## src/rtl/neuron_pkg.sv

```systemverilog
// Shared types and arithmetic for the neuron accumulator datapath.
// sat_add works on a 32-bit carrier so one function serves any accumulator width up to 31 bits.
package neuron_pkg;

  localparam int DATA_W_DEF = 8;
  localparam int ACC_W_DEF  = 16;
  localparam int SUM_W      = 32;

  typedef enum logic [1:0] {
    IDLE,
    ACCUM,
    OUTPUT
  } nacc_state_t;

  typedef struct packed {
    logic signed [SUM_W-1:0] sum;
    logic                    ovf;
  } sat_add_t;

  // Operands must already lie within the acc_w signed range, so a 32-bit add cannot wrap.
  function automatic sat_add_t sat_add(input logic signed [SUM_W-1:0] a,
                                       input logic signed [SUM_W-1:0] b,
                                       input int                      acc_w);
    sat_add_t                res;
    int                      hi;
    int                      lo;
    logic signed [SUM_W-1:0] s;
    hi      = (1 << (acc_w - 1)) - 1;
    lo      = -hi - 1;
    s       = a + b;
    res.sum = s;
    res.ovf = 1'b0;
    if (s > hi) begin
      res.sum = hi;
      res.ovf = 1'b1;
    end else if (s < lo) begin
      res.sum = lo;
      res.ovf = 1'b1;
    end
    return res;
  endfunction

endpackage

```

## src/rtl/neuron_sat.sv

```systemverilog
// Narrows the wide accumulator to the activation width with optional ReLU.
// sat_out flags only a clamp at this stage; ReLU zeroing is not counted as saturation.
module neuron_sat
  import neuron_pkg::*;
#(
  parameter int DATA_W  = DATA_W_DEF,
  parameter int ACC_W   = ACC_W_DEF,
  parameter int RELU_EN = 1
) (
  input  logic signed [ACC_W-1:0]  acc_in,
  output logic        [DATA_W-1:0] data_out,
  output logic                     sat_out
);

  localparam logic signed [ACC_W-1:0] D_MAX = ACC_W'((1 << (DATA_W - 1)) - 1);
  localparam logic signed [ACC_W-1:0] D_MIN = ACC_W'(-(1 << (DATA_W - 1)));

  always_comb begin
    data_out = acc_in[DATA_W-1:0];
    sat_out  = 1'b0;
    if ((RELU_EN != 0) && acc_in[ACC_W-1]) begin
      data_out = '0;
    end else if (acc_in > D_MAX) begin
      data_out = D_MAX[DATA_W-1:0];
      sat_out  = 1'b1;
    end else if (acc_in < D_MIN) begin
      data_out = D_MIN[DATA_W-1:0];
      sat_out  = 1'b1;
    end
  end

endmodule

```

## src/rtl/neuron_accumulator.sv

```systemverilog
// Streams signed terms into a bias-seeded saturating accumulator and hands the
// narrowed activation downstream over a valid/ready handshake.
//
// state  | meaning
// IDLE   | no term taken yet this frame
// ACCUM  | at least one term taken, last not yet seen
// OUTPUT | holding the result until downstream takes it
module neuron_accumulator
  import neuron_pkg::*;
#(
  parameter int DATA_W  = DATA_W_DEF,
  parameter int ACC_W   = ACC_W_DEF,
  parameter int BIAS    = 0,
  parameter int RELU_EN = 1
) (
  input  logic              clk,
  input  logic              rst,
  input  logic              in_valid,
  output logic              in_ready,
  input  logic [DATA_W-1:0] in_data,
  input  logic              in_last,
  output logic              out_valid,
  input  logic              out_ready,
  output logic [DATA_W-1:0] out_data,
  output logic              out_sat
);

  localparam logic signed [ACC_W-1:0] BIAS_EXT = ACC_W'(BIAS);

  nacc_state_t              state_q, state_d;
  logic signed [ACC_W-1:0]  acc_q, acc_d;
  logic                     sat_q, sat_d;
  logic                     out_valid_q, out_valid_d;
  logic        [DATA_W-1:0] out_data_q, out_data_d;
  logic                     out_sat_q, out_sat_d;

  sat_add_t                 add_res;
  logic signed [ACC_W-1:0]  acc_sum;
  logic                     sat_sum;
  logic        [DATA_W-1:0] res_data;
  logic                     res_clamp;
  logic                     accept;
  logic                     unused_sum_hi;

  assign in_ready  = (state_q != OUTPUT);
  assign accept    = in_valid & in_ready;
  assign out_valid = out_valid_q;
  assign out_data  = out_data_q;
  assign out_sat   = out_sat_q;

  assign add_res       = sat_add(SUM_W'(acc_q), SUM_W'($signed(in_data)), ACC_W);
  assign acc_sum       = add_res.sum[ACC_W-1:0];
  assign sat_sum       = sat_q | add_res.ovf;
  assign unused_sum_hi = ^add_res.sum[SUM_W-1:ACC_W];

  // Narrowing sees the post-add value so the final term is included in the result.
  neuron_sat #(
    .DATA_W (DATA_W),
    .ACC_W  (ACC_W),
    .RELU_EN(RELU_EN)
  ) u_sat (
    .acc_in  (acc_sum),
    .data_out(res_data),
    .sat_out (res_clamp)
  );

  always_comb begin
    state_d     = state_q;
    acc_d       = acc_q;
    sat_d       = sat_q;
    out_valid_d = out_valid_q;
    out_data_d  = out_data_q;
    out_sat_d   = out_sat_q;
    unique case (state_q)
      IDLE, ACCUM: begin
        if (accept) begin
          acc_d = acc_sum;
          sat_d = sat_sum;
          if (in_last) begin
            state_d     = OUTPUT;
            out_valid_d = 1'b1;
            out_data_d  = res_data;
            out_sat_d   = sat_sum | res_clamp;
          end else begin
            state_d = ACCUM;
          end
        end
      end
      OUTPUT: begin
        if (out_ready) begin
          state_d     = IDLE;
          out_valid_d = 1'b0;
          acc_d       = BIAS_EXT;
          sat_d       = 1'b0;
        end
      end
      default: begin
        state_d = IDLE;
      end
    endcase
  end

  always_ff @(posedge clk) begin
    if (rst) begin
      state_q     <= IDLE;
      acc_q       <= BIAS_EXT;
      sat_q       <= 1'b0;
      out_valid_q <= 1'b0;
      out_data_q  <= '0;
      out_sat_q   <= 1'b0;
    end else begin
      state_q     <= state_d;
      acc_q       <= acc_d;
      sat_q       <= sat_d;
      out_valid_q <= out_valid_d;
      out_data_q  <= out_data_d;
      out_sat_q   <= out_sat_d;
    end
  end

endmodule
```

## config.mk

```make
export PLATFORM = sky130hd
export DESIGN_NAME = neuron_accumulator
export DESIGN_NICKNAME = d
export VERILOG_FILES = /design/src/rtl/neuron_pkg.sv /design/src/rtl/neuron_sat.sv /design/src/rtl/neuron_accumulator.sv
export SDC_FILE = /design/constraint.sdc
export NUM_CORES = 1
export LEC_CHECK = 0
export CAP_MARGIN = 20
export CORE_AREA = 3 3 72 74
export CTS_BUF_LIST = sky130_fd_sc_hd__clkbuf_16
export DETAILED_ROUTE_END_ITERATION = 8
export DIE_AREA = 0 0 75 77
export PLACE_DENSITY = 0.65
export REMOVE_ABC_BUFFERS = 1
export SETUP_SLACK_MARGIN = 0.02
export SYNTH_ARGS = -nofsm -noshare
export SYNTH_HDL_FRONTEND = slang
export SYNTH_HIERARCHICAL = 1
export SYNTH_SLANG_ARGS = --single-unit
```

## constraint.sdc

```tcl
create_clock -name clk -period 4.5 [get_ports clk]
set_clock_uncertainty 0.15 [all_clocks]
set_input_delay 0.9 -clock clk [delete_from_list [all_inputs] [get_ports clk]]
set_output_delay 0.9 -clock clk [all_outputs]
set_load 0.01 [all_outputs]
```

After elaboration in Yosys (flattened, before gate mapping) --
Index checks and enable logic that the tools add are counted.
Word-level totals: flip-flop bits (word level) 29, bits of input ports 13, output and inout bits 11, word-level logic and storage cells 48
Cells by class: add/sub/neg operators 1, $lt $le $gt $ge 4, equal/unequal tests 6, mux-type cells 21, bitwise operators 3, reductions and logical operators 7
Operators by type and width (number):
- $mux 17 | 2
- $mux 16 | 2
- $pmux 16 s2 | 1
- $mux 8 | 3
- $add 16x8->17 | 1
- $gt 17x16->1 const B | 1
- $lt 17x16->1 const B | 1
- $gt 16x8->1 const B | 1
- $lt 16x8->1 const B | 1
- $ne 2x2->1 const B | 4
- $mux 1 | 7
- $mux 2 | 3
- $reduce_and 3->1 | 2
- $pmux 1 s2 | 2
- $pmux 2 s2 | 1
- $reduce_and 4->1 | 1
- $eq 2x1->1 const B | 1
- $eq 2x2->1 const B | 1
- $logic_not 2->1 | 1
- $or 1x1->1 | 2
- $reduce_and 2->1 | 1
- $reduce_bool 2->1 | 1
- $reduce_or 2->1 | 1
- $and 1x1->1 | 1

Longest topological paths before layout --
depth after elaboration 9, gate-level depth with buffers 15, depth with buffers taken out 14

Modules after synthesis --
The synthesis kept the hierarchy.
By module, submodules not included:
- neuron_accumulator | instances 1, cells an instance 216, area each 1911.8 µm², sequential area each 580.6 µm²
- neuron_sat | instances 1, cells an instance 20, area each 115.1 µm², sequential area each 0.0 µm²

Worst setup path after synthesis --
No wires, ideal clock.
kind in2reg, from input in_data[7], to register out_sat_q, in the netlist out_sat, setup time 0.128 ns, arrival 3.700 ns, data required time 4.222 ns, slack 0.522 ns, stages on the path 12, path buffers 1, cells stage by stage ha_1 > a21o_1 > a221o_1 > a21bo_1 > o21bai_2 > a41oi_4 > buf_6 > maj3_2 > nor4_2 > a21oi_1 > nor3_1 > a211oi_1
RTL lines:
- from (decl) | RTL line neuron_accumulator.sv:20 | input logic [DATA_W-1:0] in_data,
- to (signal assigned) | RTL line neuron_accumulator.sv:117 | out_sat_q <= out_sat_d;
- to (decl) | RTL line neuron_accumulator.sv:35 | logic out_sat_q, out_sat_d;

==> metrics.md <==
| Metric | Value |
|---|---|
| Status | finished, final reports clean |
| Clock Latency Late Sink | 0.27 ns |
| Initial Util | 43.49% |
| Final setup viols | 0 |
| CTS clk-pin slew, worst paths | 0.05 ns |
| Global-route wire length before repair | 7562 um |
| Yosys top cell area share | 28.64% |
| Tightest Pin Transition | 0.5388 ns |
| Sw power | 620.6 uW |
| Vias in the first global route | 1,677 |
| HPWL after detailed placement | 3590 um |
| Top Family by Delay on Critical Path | compound AO/OA/AOI/OAI gates |
| Worst hold path class | reg -> reg |
| Maximum VDD drop | 0.0004816 V |
| Row Count | 25 |
| Routed len/inst | 13.85 um |
| Hold_buf cts | 0 |
| CTS buffer count | 5 |
| Lkg Pwr | 0.001048 uW |
| Cell area after synthesis | 0.002027 mm^2 |
| Fin cells | 328 |
| Critical Path RT | 4.48 ns |
| Die Y | 77 um |
| H-tree Lvls | 2 |
| WL final | 4544 um |
| Max clock buf depth | 2 |
| Core Footprint | 0.004661 mm^2 |
| Max incr delay on CP | 0.62 ns |
| Slew margin rel. | 63.97% |
| Fraction of synthesized area in multiplexers | 0% |
| Average cell area after synthesis | 8.589 um^2 |
| Arrival @ worst endpoint | 4.24 ns |
| Largest family of logic cells by synthesized area | compound AO/OA/AOI/OAI gates |
| Die area | 0.005775 mm^2 |
| Sequential area share after synthesis | 28.64% |
| Max cap viols | 0 |
| Min Tclk post-route | 4.265 ns |
| Worst hold margin | 0.2902 ns |
| Worst Setup End Kind | flop |
| CP max-delay cell | clkdlybuf4s50_1 |
| Synth warn | 6 |
| Ratio of cells with drive above 1 in the final layout | 13.14% |
| IO buf count | 23 |
| Pwr Total | 1551 uW |
| Distinct cell type count after synthesis | 48 |
| Initial antenna violation count | 0 |
| Ys async rst share | 0% |
| Post-CTS setup buffers | 0 |
| Pre-CTS setup slack | -0.1762 ns |
| Post-synthesis adder-cell area fraction | 17.65% |
| Largest net degree at the start of global routing | 17 |
| Cell count after synthesis | 236 |
| Post_cts resized | 0 |
| Gr ovfl total | 0 |
| 1st-iter DRT viols | 94 |
| Compound-cell area share of the yosys netlist | 27.41% |
| Max-slew violations | 0 |
| CP Launch Type | input port |
| Crit path kind | in -> reg |
| # IOs | 24 |
| Area leader, netlist | dfxtp_1 |
| CTS tree | built |
| TNS Setup | 0 ns |
| Routed Antenna Nets | 0 |
| Post-synth EDFFs | 0 |
| Simple-Gate Fraction of Synth Area | 14.26% |
| Root buf cell | clkbuf_16 |
| Period utilisation layout | 94.79% |
| DR vias/cell | 5.345 |
| Top_reg_cell synth | dfxtp_1 |
| Antenna Cells | 0 |
| Clock Power Share | 19.3% |
| Sequential share of power | 22.9% |
| Internal power | 930.1 uW |
| Power density over the cells | 609.9 mW/mm^2 |
| Final Hold Vio Count | 0 |
| #FFs+latches synth | 29 |
| Combinational Power Share | 57.8% |
| Commonest cells after routing, fill and taps aside | 29 x dfxtp_1, 26 x nand2_1, 24 x a21oi_1 |
| Clk sinks | 29 |
| Via count | 1,753 |
| Layout Area Growth over Synthesis | 25.43% |
| Post-route setup slack | 0.2346 ns |
| Crit-path max FO | 8 |
| Unrepaired setup endpoints after global routing | yes |
| Crit path buf inv count | 2 |
| Switch share | 40.02% |
| Critical-path cell list | clkdlybuf4s50_1 > ha_1 > a21o_1 > a221o_1 > a21bo_1 > o21bai_2 > a41oi_4 > buf_4 > maj3_1 > nor4_4 > a21oi_1 > nor3_1 > a211oi_1 |
| Layout Nets | 303 |
| Dominant cells by area after synthesis | dfxtp_1 29%, ha_1 9.9%, a21oi_1 6.2%, a22o_1 5.6%, nand2_1 4.8% |
| Most common cell after layout, fill and taps aside | dfxtp_1 |
| GP Congestion | 0.8252 |
| GRT Util Overall | 16.51% |
| DRT Pass-1 Iters | 4 |
| Placed Cells | 320 |
| Die W | 75 um |
| Post-synthesis xor/xnor area fraction | 6.852% |
| Maximum clock rate | 234.4 MHz |
| DRC | 0 |
[stage by stage]
step                      util (%)  cell area, um^2
after CTS                    54.28             2530
after global routing         54.55             2542
after detailed placement     51.33             2392
after global placement       51.33             2392
after floorplan                  -             1982
final                        54.55             2542
[sequential cells by signal (all words and copies together), names as in the netlist]
signal	count
acc_q	16
out_sat	1
out_valid	1
sat_q	1
state_q	2
out_data	8
[power groups by stage]
stage	logic [uW]	registers (uW)	clock network [uW]
CTS	879	356	310
finish	897	355	299
global placement	866	359	0
floorplan	624	353	0
global route	988	362	320
detailed placement	873	360	0
[cell families after synthesis]
logic type	count (synthesis)
AOI/OAI and AO/OA	79
and+or+nand+nor	59
adders and majority gates	30
DFF	29
buffers and inverters	23
xor gates and xnor gates	15
other	1
[metal layers]
metal | global-route usage, % | vias to the layer above | part of all wire [%]
met5 | 0 | - | 0
li1 | - | 934 | -
met2 | 25.61 | 24 | 45
met1 | 23.41 | 793 | 52
met3 | 3.539 | 2 | 2.4
met4 | 3.203 | 0 | 0.51
[path summary, 6_finish.rpt]
check / cells past startpoint / from / slack, ns / to
worst max-delay path: 13 / in_data[7] / 0.23 / out_sat
worst min register to register: 1 / state_q[1] / 0.29 / state_q[0]
worst max register to register: 14 / acc_q[0] / 1.01 / out_sat
worst min-delay path: 1 / state_q[1] / 0.29 / state_q[0]
[Yosys cell counts (all sizes together), types with 2 or more instances]
| master | instances |
|---|---|
| o311ai | 2 |
| a41oi | 2 |
| buf | 3 |
| and2 | 4 |
| o21bai | 3 |
| nor4 | 2 |
| a21oi | 25 |
| maj3 | 13 |
| nor2 | 11 |
| xor2 | 4 |
| o21ai | 8 |
| xnor2 | 11 |
| a21o | 5 |
| nor2b | 6 |
| a31oi | 8 |
| inv | 15 |
| nand3 | 3 |
| a211oi | 3 |
| nand2 | 26 |
| ha | 16 |
| clkbuf | 5 |
| a22o | 13 |
| nand2b | 3 |
| dfxtp | 29 |
[cell type report]
cell class,instances,area [um^2]
fillers,433,2118
repair buffers,38,342.8
inverters,15,56.30
clock buffers,5,125.1
well taps,54,67.56
multi-input cells,184,1358
clock inverters,3,12.51
flip-flops and latches,29,580.6
No activity file was read; power rests on OpenSTA's default activity.
